===== config.mk =====
export PLATFORM = sky130hd
export DESIGN_NAME = mem_bus_responder_flat
export DESIGN_NICKNAME = d
export VERILOG_FILES = /design/src/rtl/mem_bus_responder_if.sv /design/src/rtl/mem_bus_responder.sv /design/src/flat_wrapper.sv
export SDC_FILE = /design/constraint.sdc
export NUM_CORES = 1
export LEC_CHECK = 0
export ABC_AREA = 0
export CAP_MARGIN = 5
export CORE_MARGIN = 2
export CORE_UTILIZATION = 36
export CTS_CLUSTER_DIAMETER = 200
export CTS_CLUSTER_SIZE = 25
export DETAILED_ROUTE_END_ITERATION = 7
export GPL_ROUTABILITY_DRIVEN = 0
export GPL_TIMING_DRIVEN = 0
export HOLD_SLACK_MARGIN = 0.03
export PLACE_DENSITY = 0.93
export REMOVE_ABC_BUFFERS = 1
export SKIP_CTS_REPAIR_TIMING = 1
export SLEW_MARGIN = 20
export SYNTH_ARGS = -nofsm -noshare
export SYNTH_HDL_FRONTEND = slang
export SYNTH_SLANG_ARGS = --single-unit

===== constraint.sdc =====
create_clock -name clk -period 2.1 [get_ports clk]
set_input_delay 0.42 -clock clk [delete_from_list [all_inputs] [get_ports clk]]
set_output_delay 0.42 -clock clk [all_outputs]
set_load 0.01 [all_outputs]

===== src/rtl/mem_bus_responder_if.sv =====
// CPU-side memory bus: single-cycle read/write requests from the CPU,
// read data plus ready/error strobes from the responder.
interface mem_bus_responder_if #(
    parameter int ADDR_WIDTH = 16,
    parameter int DATA_WIDTH = 8
);
    logic                  cpu_mem_read;
    logic                  cpu_mem_write;
    logic [ADDR_WIDTH-1:0] cpu_mem_address;
    logic [DATA_WIDTH-1:0] cpu_mem_wdata;
    logic [DATA_WIDTH-1:0] cpu_mem_rdata;
    logic                  cpu_mem_ready;
    logic                  bus_error;

    modport master (
        output cpu_mem_read,
        output cpu_mem_write,
        output cpu_mem_address,
        output cpu_mem_wdata,
        input  cpu_mem_rdata,
        input  cpu_mem_ready,
        input  bus_error
    );

    modport slave (
        input  cpu_mem_read,
        input  cpu_mem_write,
        input  cpu_mem_address,
        input  cpu_mem_wdata,
        output cpu_mem_rdata,
        output cpu_mem_ready,
        output bus_error
    );
endinterface


===== src/rtl/mem_bus_responder.sv =====
// Memory bus target: decodes CPU requests into RAM / ROM / I/O / unmapped
// space and returns read data with a one-cycle ready strobe.
module mem_bus_responder #(
    parameter int                    ADDR_WIDTH     = 16,
    parameter int                    DATA_WIDTH     = 8,
    parameter logic [ADDR_WIDTH-1:0] RAM_TOP        = 16'h7FFF,
    parameter logic [ADDR_WIDTH-1:0] IO_BASE        = 16'hE000,
    parameter logic [ADDR_WIDTH-1:0] ROM_BASE       = 16'hF000,
    parameter int                    IO_WAIT_STATES = 2
) (
    input  logic                  clk,
    input  logic                  reset,
    mem_bus_responder_if.slave    bus,
    output logic [ADDR_WIDTH-1:0] ram_addr,
    output logic                  ram_we,
    output logic [DATA_WIDTH-1:0] ram_wdata,
    input  logic [DATA_WIDTH-1:0] ram_rdata,
    output logic [ADDR_WIDTH-1:0] rom_addr,
    input  logic [DATA_WIDTH-1:0] rom_rdata,
    output logic                  io_rd,
    output logic                  io_wr,
    output logic [7:0]            io_addr,
    output logic [DATA_WIDTH-1:0] io_wdata,
    input  logic [DATA_WIDTH-1:0] io_rdata
);

    localparam logic [ADDR_WIDTH-1:0] IO_TOP   = IO_BASE + ADDR_WIDTH'(255);
    localparam logic [3:0]            CNT_LOAD = 4'(IO_WAIT_STATES - 1);

    typedef enum logic [1:0] {S_IDLE, S_WAIT, S_RESP} state_t;
    typedef enum logic [1:0] {SEL_RAM, SEL_ROM, SEL_IO, SEL_ERR} sel_t;

    state_t                state_q, state_d;
    sel_t                  sel_q, sel_d;
    logic                  rd_q, rd_d;
    logic [3:0]            cnt_q, cnt_d;
    logic [DATA_WIDTH-1:0] hold_q, hold_d;

    logic                  req_rd, req_wr;
    logic [ADDR_WIDTH-1:0] req_addr;
    logic                  hit_ram, hit_io, hit_rom, illegal;
    logic [DATA_WIDTH-1:0] fwd_data;

    function automatic logic in_ram(input logic [ADDR_WIDTH-1:0] a);
        return a <= RAM_TOP;
    endfunction

    function automatic logic in_io(input logic [ADDR_WIDTH-1:0] a);
        return (a >= IO_BASE) && (a <= IO_TOP);
    endfunction

    function automatic logic in_rom(input logic [ADDR_WIDTH-1:0] a);
        return a >= ROM_BASE;
    endfunction

    assign req_rd   = bus.cpu_mem_read;
    assign req_wr   = bus.cpu_mem_write;
    assign req_addr = bus.cpu_mem_address;
    assign hit_ram  = in_ram(req_addr);
    assign hit_io   = in_io(req_addr);
    assign hit_rom  = in_rom(req_addr);
    // Conflicting strobes, writes into ROM and gaps in the map are all refused.
    assign illegal  = (req_rd && req_wr) || (hit_rom && req_wr) ||
                      !(hit_ram || hit_io || hit_rom);

    always_comb begin
        fwd_data = hold_q;
        unique case (sel_q)
            SEL_ERR: fwd_data = '1;
            SEL_RAM: fwd_data = rd_q ? ram_rdata : hold_q;
            SEL_ROM: fwd_data = rom_rdata;
            SEL_IO:  fwd_data = hold_q;
            default: fwd_data = hold_q;
        endcase
    end

    always_comb begin
        state_d           = state_q;
        sel_d             = sel_q;
        rd_d              = rd_q;
        cnt_d             = cnt_q;
        hold_d            = hold_q;
        ram_addr          = '0;
        ram_we            = 1'b0;
        ram_wdata         = '0;
        rom_addr          = '0;
        io_rd             = 1'b0;
        io_wr             = 1'b0;
        io_addr           = '0;
        io_wdata          = '0;
        bus.cpu_mem_rdata = hold_q;
        bus.cpu_mem_ready = 1'b0;
        bus.bus_error     = 1'b0;

        case (state_q)
            S_IDLE: begin
                if (req_rd || req_wr) begin
                    rd_d = req_rd && !req_wr;
                    if (illegal) begin
                        sel_d   = SEL_ERR;
                        state_d = S_RESP;
                    end else if (hit_ram) begin
                        ram_addr  = req_addr;
                        ram_we    = req_wr;
                        ram_wdata = req_wr ? bus.cpu_mem_wdata : '0;
                        sel_d     = SEL_RAM;
                        state_d   = S_RESP;
                    end else if (hit_rom) begin
                        rom_addr = req_addr - ROM_BASE;
                        sel_d    = SEL_ROM;
                        state_d  = S_RESP;
                    end else begin
                        io_addr  = 8'(req_addr - IO_BASE);
                        io_rd    = req_rd;
                        io_wr    = req_wr;
                        io_wdata = req_wr ? bus.cpu_mem_wdata : '0;
                        cnt_d    = CNT_LOAD;
                        sel_d    = SEL_IO;
                        state_d  = S_WAIT;
                    end
                end
            end
            S_WAIT: begin
                // io_rdata is only guaranteed valid in the final wait cycle.
                if (cnt_q == 4'd0) begin
                    if (rd_q) hold_d = io_rdata;
                    state_d = S_RESP;
                end else begin
                    cnt_d = cnt_q - 4'd1;
                end
            end
            S_RESP: begin
                bus.cpu_mem_ready = 1'b1;
                bus.bus_error     = (sel_q == SEL_ERR);
                bus.cpu_mem_rdata = fwd_data;
                if (rd_q) hold_d = fwd_data;
                state_d = S_IDLE;
            end
            default: state_d = S_IDLE;
        endcase

        // Reset suppresses every strobe in its own cycle, including a write
        // that happens to be presented alongside it.
        if (reset) begin
            ram_addr          = '0;
            ram_we            = 1'b0;
            ram_wdata         = '0;
            rom_addr          = '0;
            io_rd             = 1'b0;
            io_wr             = 1'b0;
            io_addr           = '0;
            io_wdata          = '0;
            bus.cpu_mem_rdata = '0;
            bus.cpu_mem_ready = 1'b0;
            bus.bus_error     = 1'b0;
        end
    end

    // State register boundary
    always_ff @(posedge clk) begin
        if (reset) begin
            state_q <= S_IDLE;
            sel_q   <= SEL_RAM;
            rd_q    <= 1'b0;
            cnt_q   <= 4'd0;
            hold_q  <= '0;
        end else begin
            state_q <= state_d;
            sel_q   <= sel_d;
            rd_q    <= rd_d;
            cnt_q   <= cnt_d;
            hold_q  <= hold_d;
        end
    end

endmodule


===== src/flat_wrapper.sv =====
// flat-port wrapper written by rule: the top's interface ports become plain ports
module mem_bus_responder_flat 
#(
    parameter int                    ADDR_WIDTH     = 16,
    parameter int                    DATA_WIDTH     = 8,
    parameter logic [ADDR_WIDTH-1:0] RAM_TOP        = 16'h7FFF,
    parameter logic [ADDR_WIDTH-1:0] IO_BASE        = 16'hE000,
    parameter logic [ADDR_WIDTH-1:0] ROM_BASE       = 16'hF000,
    parameter int                    IO_WAIT_STATES = 2
)
  (clk, reset, ram_addr, ram_we, ram_wdata, ram_rdata, rom_addr, rom_rdata, io_rd, io_wr, io_addr, io_wdata, io_rdata, bus_cpu_mem_read, bus_cpu_mem_write, bus_cpu_mem_address, bus_cpu_mem_wdata, bus_cpu_mem_rdata, bus_cpu_mem_ready, bus_bus_error);
  mem_bus_responder_if #(.ADDR_WIDTH(ADDR_WIDTH), .DATA_WIDTH(DATA_WIDTH)) bus_i ();
  input  logic clk;
  input  logic reset;
  output logic [ADDR_WIDTH-1:0] ram_addr;
  output logic ram_we;
  output logic [DATA_WIDTH-1:0] ram_wdata;
  input  logic [DATA_WIDTH-1:0] ram_rdata;
  output logic [ADDR_WIDTH-1:0] rom_addr;
  input  logic [DATA_WIDTH-1:0] rom_rdata;
  output logic io_rd;
  output logic io_wr;
  output logic [7:0] io_addr;
  output logic [DATA_WIDTH-1:0] io_wdata;
  input  logic [DATA_WIDTH-1:0] io_rdata;
  input wire logic [$bits(bus_i.cpu_mem_read)-1:0] bus_cpu_mem_read;
  input wire logic [$bits(bus_i.cpu_mem_write)-1:0] bus_cpu_mem_write;
  input wire logic [$bits(bus_i.cpu_mem_address)-1:0] bus_cpu_mem_address;
  input wire logic [$bits(bus_i.cpu_mem_wdata)-1:0] bus_cpu_mem_wdata;
  output wire logic [$bits(bus_i.cpu_mem_rdata)-1:0] bus_cpu_mem_rdata;
  output wire logic [$bits(bus_i.cpu_mem_ready)-1:0] bus_cpu_mem_ready;
  output wire logic [$bits(bus_i.bus_error)-1:0] bus_bus_error;
  assign bus_i.cpu_mem_read = bus_cpu_mem_read;
  assign bus_i.cpu_mem_write = bus_cpu_mem_write;
  assign bus_i.cpu_mem_address = bus_cpu_mem_address;
  assign bus_i.cpu_mem_wdata = bus_cpu_mem_wdata;
  assign bus_cpu_mem_rdata = bus_i.cpu_mem_rdata;
  assign bus_cpu_mem_ready = bus_i.cpu_mem_ready;
  assign bus_bus_error = bus_i.bus_error;
  mem_bus_responder #(.ADDR_WIDTH(ADDR_WIDTH), .DATA_WIDTH(DATA_WIDTH), .RAM_TOP(RAM_TOP), .IO_BASE(IO_BASE), .ROM_BASE(ROM_BASE), .IO_WAIT_STATES(IO_WAIT_STATES)) u_core (.clk(clk), .reset(reset), .bus(bus_i), .ram_addr(ram_addr), .ram_we(ram_we), .ram_wdata(ram_wdata), .ram_rdata(ram_rdata), .rom_addr(rom_addr), .rom_rdata(rom_rdata), .io_rd(io_rd), .io_wr(io_wr), .io_addr(io_addr), .io_wdata(io_wdata), .io_rdata(io_rdata));
endmodule

Yosys cells after proc, flatten, opt, wreduce, memory -nomap -nowiden
Index checks and enable logic that the tools add are counted.
{"block": "totals", "register_bits": 17, "ramBits": 0, "out_inout_bits": 69, "in_bits": 52, "wordCells": 118, "n_memories": 0, "latchBits": 0, "rom_bits": 0}
{"block": "op_classes", "muxes": 73, "shift": 0, "n_eq_ne": 13, "n_lt_le_gt_ge": 4, "addsub": 3, "n_reduce_logical": 20, "mul": 0, "n_bitwise": 0, "div": 0}
{"op": "$mux W8", "count": 24}
{"op": "$mux W16", "count": 11}
{"op": "$ge A16 B16 Y1 const B", "count": 2}
{"op": "$pmux W8 S4", "count": 1}
{"op": "$mux W1", "count": 21}
{"op": "$mux W4", "count": 5}
{"op": "$le A16 B15 Y1 const B", "count": 1}
{"op": "$le A16 B16 Y1 const B", "count": 1}
{"op": "$mux W2", "count": 8}
{"op": "$pmux W8 S2", "count": 1}
{"op": "$sub A16 B16 Y16 const B", "count": 1}
{"op": "$ne A2 B1 Y1 const B", "count": 4}
{"op": "$ne A2 B2 Y1 const B", "count": 4}
{"op": "$pmux W4 S2", "count": 1}
{"op": "$sub A8 B1 Y8 const B", "count": 1}
{"op": "$eq A2 B2 Y1 const B", "count": 3}
{"op": "$reduce_and A6 Y1", "count": 1}
{"op": "$logic_or A1 B1 Y1", "count": 5}
{"op": "$eq A2 B1 Y1 const B", "count": 2}
{"op": "$logic_and A1 B1 Y1", "count": 4}
{"op": "$logic_not A2 Y1", "count": 2}
{"op": "$logic_not A4 Y1", "count": 1}
{"op": "$pmux W2 S2", "count": 1}
{"op": "$reduce_and A2 Y1", "count": 2}
{"op": "4 further kinds", "count": 6}

Depth between registers and ports, before layout
Gate-level depths: netlist of the first run.
{"block": "depth", "depth_word": 10, "ltp_mapped": 6, "mapped_depth_nobuf": 6}

Least setup slack after synthesis of the first run
No wires, ideal clock.
{"block": "synth_timing", "path_kind": "input port to output port", "from": "in bus_cpu_mem_address[2]", "to": "out io_wdata[0]", "setup_slack_ps": 125, "path_buffers": 0, "stages": 4, "required_time_ps": 1680, "t_arrival_ps": 1555, "path_cell_list": "nor4_2 a41oi_4 nor3_4 and2_1"}
{"block": "synth_via", "elab_chain_cells": 10, "word_cells_on_any_way": 17}
{"element": "from (decl)", "line_no": "flat_wrapper.sv:28", "source": "input wire logic [$bits(bus_i.cpu_mem_address)-1:0] bus_cpu_mem_address;"}
{"element": "$ge A16 B16 Y1 or $le A16 B16 Y1 (tied branches)", "line_no": "mem_bus_responder.sv:49", "source": "return (a >= IO_BASE) && (a <= IO_TOP);"}
{"element": "$logic_and A1 B1 Y1", "line_no": "mem_bus_responder.sv:49"}
{"element": "$logic_or A1 B1 Y1 (2 in a row)", "line_no": "mem_bus_responder.sv:64", "source": "!(hit_ram || hit_io || hit_rom);"}
{"element": "$logic_not A1 Y1", "line_no": "mem_bus_responder.sv:64"}
{"element": "$logic_or A1 B1 Y1", "line_no": "mem_bus_responder.sv:63", "source": "assign illegal = (req_rd && req_wr) || (hit_rom && req_wr) ||"}
{"element": "$mux W8 *", "line_no": "mem_bus_responder.sv:99", "source": "if (illegal) begin"}
{"element": "$mux W8 *", "line_no": "mem_bus_responder.sv:97", "source": "if (req_rd || req_wr) begin"}
{"element": "$mux W8 *", "line_no": "mem_bus_responder.sv:95", "source": "case (state_q)"}
{"element": "$mux W8 *", "line_no": "mem_bus_responder.sv:144", "source": "if (reset) begin"}
{"element": "to (decl)", "line_no": "flat_wrapper.sv:24", "source": "output logic [DATA_WIDTH-1:0] io_wdata;"}
Mark *: on every way between the ends. The rest lies on a longest branch, timed or not.

Worst setup path after layout of the first run
{"block": "layout_timing", "from": "in bus_cpu_mem_address[9]", "to": "out io_wdata[4]"}
Same word-level chain as after synthesis.

==> results of run 1 <==
## metal layers
metal / up-vias / wire length [µm] / GRT usage, %
li1: 1096 / - / -
met1: 1137 / 3050 / 22.8
met2: 105 / 4620 / 41.5
met3: 30 / 275 / 3.59
met4: 0 / 256 / 1.85
met5: - / 0 / 0
## final timing paths
kind / from / to / slack (ps)
worst max-delay path: bus_cpu_mem_address[9] / io_wdata[4] / -320
worst min-delay path: u_core.hold_q[0] / u_core.hold_q[0] / 500
worst max register to register: u_core.cnt_q[0] / u_core.state_q[1] / 310
worst min register to register: u_core.hold_q[0] / u_core.hold_q[0] / 500
## sequential cells by signal (all words and copies together), names as in the netlist
name,cells
u_core.sel_q,2
u_core.cnt_q,4
u_core.hold_q,8
u_core.rd_q,1
u_core.state_q,2
## worst max-delay path, delay by kind of cell
family | cells | cell delay (ps)
compound gates | 1 | 440
buf+inv | 5 | 620
simple gates | 3 | 510
## layout by cell type (no fill, tap or decap), types with 5 or more instances in the layout
| cell | n |
|---|---|
| and2_1 | 39 |
| clkdlybuf4s50_1 | 34 |
| inv_1 | 6 |
| a311oi_1 | 6 |
| o21ai_0 | 5 |
| buf_4 | 31 |
| buf_2 | 24 |
| nand2b_1 | 7 |
| nor2_1 | 12 |
| dfxtp_1 | 12 |
| nand3_1 | 5 |
| nand2_1 | 14 |
| and2_4 | 12 |
| a21oi_2 | 5 |
| a21oi_1 | 9 |
| nor3_4 | 8 |
| dlymetal6s2s_1 | 29 |
| buf_6 | 28 |
| clkbuf_2 | 12 |
## power by group
group          leakage, nW  switching (mW)  internal [mW]
clock network       0.0255           0.116          0.132
logic                 1.81           0.231          0.247
registers            0.141          0.0286          0.336
total                 1.98           0.376          0.715
## cell usage after synthesis (2+ instances only)
cell type / instances / share of area [%]
a21oi_1: 15 / 4.4
a311oi_1: 6 / 3.0
and2_1: 50 / 18
and2_2: 3 / 1.3
and3_1: 2 / 0.73
buf_2: 4 / 1.2
buf_4: 2 / 0.87
clkbuf_1: 5 / 1.1
clkbuf_2: 2 / 0.58
dfxtp_1: 17 / 20
ha_1: 3 / 2.2
inv_1: 6 / 1.3
mux2_2: 4 / 2.6
nand2_1: 15 / 3.3
nand2b_1: 9 / 3.3
nand3_1: 6 / 1.7
nor2_1: 15 / 3.3
nor2b_1: 3 / 1.1
nor3_1: 4 / 1.2
nor3_2: 3 / 1.7
nor3_4: 3 / 2.8
nor4_1: 2 / 0.73
o211a_1: 4 / 2.3
o211ai_1: 4 / 1.7
o21a_1: 2 / 0.87
o21ai_0: 5 / 1.5
o221ai_1: 4 / 2.0
or3b_2: 5 / 2.5
xor2_1: 3 / 1.5
## kinds of logic (layout without fill, tap and decap cells)
group | Yosys count | count (layout)
simple gates | 125 | 127
compound gates | 49 | 49
buf+inv | 19 | 171
flops | 17 | 17
mux | 4 | 4
fa+ha+maj | 3 | 3
xor+xnor | 3 | 3
other cells | 1 | 2
## layout make-up
type                       instances  share of cell area, %
inverter                           6                  0.637
timing repair buffer             161                   41.9
clock buffer                       3                   1.17
tap                               54                   1.91
sequential                        17                   10.1
multi-input combinational        188                   44.1
clock inverter                     1                  0.142
## stage by stage
stage	cells	hold slack, ps
final	430	497
after global routing	430	528
after CTS	385	503
after detailed placement	381	487
after global placement	381	475
after floorplan	209	467
==> results.json, run 1 <==
{
  "status": "finished, violations left",
  "violations": "negative setup slack",
  "initial_utilization_pct": 37.0,
  "nNetsFinal": 432,
  "hold_path_class": "reg -> reg",
  "hold_viol_final": 0,
  "fin_crit_ps": 2420,
  "cts_tree": "yes",
  "io_pins": 121,
  "dieArea_um2": 5360,
  "timing.final.ws_setup_ps": -320,
  "grt-ovfl-total": 0,
  "utilization_pct": 75.8,
  "synthSimpleGateAreaFrac_pct": 45.5,
  "grt_pass1_wl_um": 8750,
  "cp_common_cell": "buf_6",
  "wl_um": 8190,
  "whs_path_depth": 1,
  "synth.avg_cell_area_um2": 7.80,
  "rows": 25,
  "insertion_delay_ps": 260,
  "max-vdd-ir-drop_v": 0.000389,
  "track_usage_pct": 20.6,
  "max_stage_delay_ps": 440,
  "critPathMaxFanout": 4,
  "power.total_mw": 1.09,
  "cts.path.max_buffers": 2,
  "fin_crit_sh_pct": 115,
  "r2r_cells": 5,
  "synth_async_sr_flop_share_pct": 0,
  "startpoint_type": "primary input",
  "cp.arrival_ps": 2000,
  "clk_pin_slew_worst_paths_ps": 60,
  "grt_antenna_before_repair": 0,
  "synth-compound-area-share_pct": 23.2,
  "drc": 0,
  "finClkSkew_ps": 4.24,
  "drt_iter0_markers": 176,
  "synthAdderAreaFrac_pct": 2.18,
  "grt_pass1_vias": 1863,
  "syn-cell-area_um2": 1720,
  "firstDrtPassIters": 4,
  "synth_mux_area_share_pct": 2.61,
  "fill_cells": 312,
  "yosys_most_used_dff": "dfxtp_1",
  "cts.sinks": 17,
  "multiInputGateArea_um2": 1560,
  "dr_total_vias": 2368,
  "ys_seq_area_share_pct": 19.7,
  "crit_slowest_cell": "o41ai_4",
  "fmax_ghz": 0.413,
  "synth.distinct_cells": 44,
  "crit_chain": "buf_8, o41ai_4, nand4_4, buf_6, nor3_4, buf_4, buf_6, and2_4, buf_6",
  "synth_warnings": 0,
  "die_x_um": 73.2,
  "antenna_cells": 0,
  "cts_max_level": 1,
  "grt_max_degree": 20,
  "drv_cap": 0,
  "end_kind": "output pin",
  "final_cell_area_um2": 3530,
  "antenna_left": 0,
  "port_buffers": 118,
  "dp_hpwl_um": 4690,
  "synthToLayoutAreaGrowth_pct": 105,
  "wire_per_inst_um": 19.1,
  "cts_buffers": 3,
  "dieHeight_um": 73.2,
  "routed_via_density": 5.51,
  "crit_required_ps": 1680,
  "dpl_cell_area_um2": 2910,
  "pwr_density_cell_nw_per_um2": 309,
  "worstSetupPathType": "in -> out",
  "finalMaxSlewViolations": 0,
  "core_region_area_um2": 4660,
  "grt_setup_unrepaired": "yes",
  "ff_latch_area_um2": 357,
  "synth_edf_count": 0,
  "synthXorXnorAreaFrac_pct": 1.52,
  "setup_viol": 51,
  "dp_slack_ps": -1490,
  "power.leakage_nw": 1.98,
  "cts-root-buf": "clkbuf_8",
  "ys_ff_latch": 17,
  "syn_inst": 221,
  "synth_top_family_by_area": "simple AND/OR/NAND/NOR gates",
  "layout-drive-gt1-share_pct": 44.7,
  "fin_tns_setup_ps": -5190
}
No activity file was read; power rests on OpenSTA's default activity.
==> inputs of run 2 (changes only) <==
--- a/config.mk
+++ b/config.mk
@@ -20,3 +20,3 @@
 export SKIP_CTS_REPAIR_TIMING = 1
-export SLEW_MARGIN = 20
+export SLEW_MARGIN = 25
 export SYNTH_ARGS = -nofsm -noshare
==> constraint.sdc (replaced) <==
create_clock -name clk -period 2.1 [get_ports clk]
set_input_delay 0.315 -clock clk [delete_from_list [all_inputs] [get_ports clk]]
set_output_delay 0.315 -clock clk [all_outputs]
set_load 0.01 [all_outputs]
==> results.json, run 2 (synthesis gave the netlist of run 1 again) <==
{
  "cts-root-buf": "clkbuf_8",
  "cp.arrival_ps": 1890,
  "setup_viol": 15,
  "place_inst": 381,
  "grt_pass1_wl_um": 8750,
  "multiInputGateArea_um2": 1510,
  "finalMaxSlewViolations": 0,
  "max-vdd-ir-drop_v": 0.000346,
  "grt_pass1_vias": 1863,
  "cts.path.max_buffers": 2,
  "largest_reg_flops": 8,
  "antenna_left": 0,
  "io_pins": 121,
  "port_buffers": 118,
  "grt_max_degree": 20,
  "cts_max_level": 1,
  "hold_viol_final": 0,
  "final_cell_area_um2": 3540,
  "worstSetupPathType": "reg -> out",
  "core_region_area_um2": 4660,
  "nNetsFinal": 421,
  "cts.sinks": 17,
  "startpoint_type": "flip-flop",
  "initial_utilization_pct": 37.0,
  "wl_um": 7760,
  "dieArea_um2": 5360,
  "pwr_density_cell_nw_per_um2": 300,
  "fmax_ghz": 0.453,
  "dpl_cell_area_um2": 2910,
  "critPathMaxFanout": 7,
  "dieHeight_um": 73.2,
  "fin_tns_setup_ps": -987,
  "finClkSkew_ps": 2.05,
  "fill_cells": 307,
  "rows": 25,
  "timing.final.ws_setup_ps": -107,
  "fin_cells": 419,
  "cts_buffers": 3,
  "dp_hpwl_um": 4690,
  "grt_antenna_before_repair": 0,
  "power.leakage_nw": 2.29,
  "top_regs": "u_core.hold_q (8), u_core.cnt_q (4)",
  "end_kind": "output pin",
  "fin_crit_ps": 2210,
  "layout-drive-gt1-share_pct": 35.3,
  "crit_required_ps": 1780,
  "largest-register": "u_core.hold_q",
  "wire_per_inst_um": 18.5,
  "drt_iter0_markers": 98,
  "firstDrtPassIters": 5,
  "dr_total_vias": 2289,
  "drv_cap": 0,
  "fin_crit_sh_pct": 105,
  "synthToLayoutAreaGrowth_pct": 105,
  "mostFrequentLayoutCell": "dlymetal6s2s_1",
  "hold_path_class": "reg -> reg",
  "grt_setup_unrepaired": "yes",
  "antenna_cells": 0,
  "insertion_delay_ps": 260,
  "cts_tree": "yes",
  "drc": 0,
  "status": "finished, violations left",
  "track_usage_pct": 20.6,
  "layout_common_cells": "dlymetal6s2s_1 (53), and2_1 (41), clkdlybuf4s50_1 (34), buf_4 (23), buf_6 (19)",
  "clk_pin_slew_worst_paths_ps": 70,
  "grt-ovfl-total": 0,
  "violations": "negative setup slack",
  "die_x_um": 73.2,
  "routed_via_density": 5.46,
  "ff_latch_area_um2": 357
}
[run 2: cell count changes in the layout (fill, tap and decap cells not counted), moves of 3 or more]
cell | previous run | this run
buf_2 | 24 | 5
buf_4 | 31 | 23
and2_4 | 12 | 9
dlymetal6s2s_1 | 29 | 53
buf_6 | 28 | 19
[run 2: layout make-up]
| class | instances | area share, % |
|---|---|---|
| clock buffers | 3 | 1.17 |
| clock inverters | 1 | 0.142 |
| inverters | 6 | 0.637 |
| multi-input cells | 188 | 42.8 |
| flip-flops and latches | 17 | 10.1 |
| well taps | 54 | 1.91 |
| repair buffers | 150 | 43.3 |
[run 2: per-layer routing]
metal	up-vias	routed length, µm	GRT usage (%)
li1	1072	-	-
met2	89	4370	41.5
met5	-	0	0
met1	1100	2770	22.8
met4	0	239	1.85
met3	28	377	3.59
[run 2: through the flow]
step                total power, mW  setup WS [ps]  hold WS (ps)  utilization [%]
finish                         1.06           -107           494             75.9
global route                   1.12           -202           519             75.9
CTS                           0.956          -1300           503             63.5
detailed placement            0.712          -1280           487             62.5
global placement              0.704          -1280           475             62.5
floorplan                     0.511            335           384                -
[run 2: power by group]
| part | switching [mW] | internal [mW] |
|---|---|---|
| registers | 0.0271 | 0.336 |
| clock network | 0.119 | 0.132 |
| logic | 0.217 | 0.231 |
| total | 0.362 | 0.700 |
[run 2: worst max-delay path, cell delays in order (launching register included)]
cell and delay (ps):
dfxtp_4 380, nor3_4 240, buf_6 160, nand2_8 70
buf_6 140, nor3_4 160, buf_4 140, buf_4 100
and2_1 110, clkbuf_2 130
[run 2: path summary, 6_finish.rpt]
path | startpoint | endpoint | slack [ps] | depth (start not counted)
max | u_core.state_q[0] | ram_wdata[2] | -110 | 9
min | u_core.hold_q[0] | u_core.hold_q[0] | 490 | 1
max reg2reg | u_core.cnt_q[0] | u_core.hold_q[6] | 330 | 6
min reg2reg | u_core.hold_q[0] | u_core.hold_q[0] | 490 | 1
==> inputs of run 3 (changes only) <==
- ABC_AREA: 0 -> default
- CELL_PAD_IN_SITES_DETAIL_PLACEMENT: default -> 1
- CELL_PAD_IN_SITES_GLOBAL_PLACEMENT: default -> 1
- CORE_UTILIZATION: 36 -> 24
==> results.json, run 3 (synthesis gave the netlist of run 1 again) <==
{
  "hold_viol_final": 0,
  "synthToLayoutAreaGrowth_pct": 98.5,
  "track_usage_pct": 16.2,
  "reg2reg_slack_ps": 180,
  "die_x_um": 88.8,
  "grt_max_degree": 20,
  "cp.arrival_ps": 1990,
  "grt_pass1_wl_um": 10200,
  "nNetsFinal": 409,
  "timing.final.ws_setup_ps": -205,
  "cts.sinks": 17,
  "holdCritStartpoint": "u_core.hold_q[6]",
  "fin_crit_sh_pct": 110,
  "cts_buffers": 3,
  "layout-drive-gt1-share_pct": 36.5,
  "whs_path_depth": 1,
  "p_int_mw": 0.688,
  "layout_common_cells": "dlymetal6s2s_1 (43), and2_1 (42), clkdlybuf4s50_1 (34), buf_2 (21), buf_6 (19)",
  "dp_hpwl_um": 5080,
  "dr_total_vias": 2232,
  "io_pins": 121,
  "end_kind": "output pin",
  "rr_endpoint": "u_core.hold_q[4]",
  "switching_power_mw": 0.369,
  "routed_via_density": 4.97,
  "rows": 30,
  "cts_tree": "yes",
  "max-vdd-ir-drop_v": 0.000161,
  "port_buffers": 118,
  "cts-root-buf": "clkbuf_8",
  "dieHeight_um": 88.8,
  "largest_reg_flops": 8,
  "finClkSkew_ps": 8.54,
  "firstDrtPassIters": 4,
  "fin_cells": 449,
  "fmax_ghz": 0.434,
  "holdPathEnd": "u_core.hold_q[6]",
  "violations": "negative setup slack",
  "place_inst": 423,
  "seqPwrFrac_pct": 34.5,
  "drv_cap": 0,
  "cts_max_level": 1,
  "startpoint_type": "primary input",
  "worstReg2RegStart": "u_core.cnt_q[0]",
  "insertion_delay_ps": 260,
  "cts.path.max_buffers": 2,
  "top_regs": "u_core.hold_q (8), u_core.cnt_q (4)",
  "crit_required_ps": 1780,
  "dp_slack_ps": -1310,
  "cp_common_cell": "buf_6",
  "fin_crit_ps": 2300,
  "status": "finished, violations left",
  "r2r_cells": 6,
  "grt_pass1_vias": 2062,
  "crit_slowest_cell": "nor3_4",
  "dieArea_um2": 7880,
  "fin_tns_setup_ps": -2390,
  "swShare_pct": 34.9,
  "crit_chain": "dlymetal6s2s_1, inv_2, ha_4, a41oi_4, buf_6, nor3_4, buf_4, buf_6, and2_4, buf_6",
  "setup_viol": 39,
  "grt_setup_unrepaired": "yes",
  "final_cell_area_um2": 3420,
  "pwr_density_cell_nw_per_um2": 309,
  "max-slew-margin-rel_pct": 55.0,
  "largest-register": "u_core.hold_q",
  "grt-ovfl-total": 0,
  "drt_iter0_markers": 106,
  "grt_antenna_before_repair": 0,
  "wire_per_inst_um": 18.6,
  "worstMarginPinSlew_ps": 674,
  "max_stage_delay_ps": 320,
  "core_region_area_um2": 6870,
  "wl_um": 8350,
  "critPathMaxFanout": 5,
  "pwr-share-comb_pct": 41.4,
  "antenna_left": 0,
  "p_clk_share_pct": 24.1,
  "antenna_cells": 0,
  "dpl_cell_area_um2": 2970,
  "mostFrequentLayoutCell": "dlymetal6s2s_1",
  "hold_path_class": "reg -> reg",
  "initial_utilization_pct": 25.1,
  "drc": 0,
  "finalMaxSlewViolations": 0,
  "power.leakage_nw": 2.03,
  "clk_pin_slew_worst_paths_ps": 70,
  "worstSetupPathType": "in -> out"
}
[run 3: cell types whose count changed in the layout (fill, tap and decap cells not counted), sizes merged]
cell          change
buf               +4
nor3              -2
dlymetal6s2s     -10
clkbuf            -4
[run 3: area by class of cell]
cell class	count	area (µm²)
multi-input combinational	186	1500
tap	96	120
sequential	17	357
timing repair buffer	140	1380
inverter	6	22.5
clock buffer	3	41.3
fill	795	3450
clock inverter	1	5.00
[run 3: layer usage]
metal	GRT usage, %	part of all wire, %	up-vias
met5	0	0	-
met4	2.89	1.7	0
met1	19.5	39	1106
met3	3.73	5.0	12
met2	29.7	55	73
li1	-	-	1041
[run 3: stage by stage]
step	hold slack [ps]	total power, mW	util (%)
3_3_place_gp	475	0.709	43.2
5_1_grt	529	1.10	49.8
6_report	508	1.06	49.8
2_1_floorplan	384	0.511	-
3_5_place_dp	490	0.722	43.2
4_1_cts	509	0.974	43.8
[run 3: how the worst max path moves through the flow]
stage	startpoint	slack, ps	cells after the start	end
after detailed placement	reset	-1310	6	ram_addr[2]
after CTS	reset	-1310	6	ram_addr[2]
after global routing	bus_cpu_mem_address[1]	-260	9	io_addr[5]
after floorplan	bus_cpu_mem_address[2]	330	4	io_wdata[0]
after global placement	reset	-1300	6	ram_addr[2]
final	bus_cpu_mem_address[12]	-200	10	io_addr[5]
[run 3: critical path: cells and delay by family]
family | cells | cell delay (ps)
buffers and inverters | 6 | 860
adder cells (fa/ha/maj) | 1 | 170
AND/OR/NAND/NOR | 2 | 450
AO/OA/AOI/OAI | 1 | 180
[run 3: power groups by stage]
stage               logic (mW)  registers (mW)  clock network (mW)
finish                   0.438           0.365               0.254
global route             0.468           0.367               0.266
CTS                      0.356           0.362               0.256
floorplan                0.152           0.360                   0
global placement         0.342           0.367                   0
detailed placement       0.353           0.369                   0
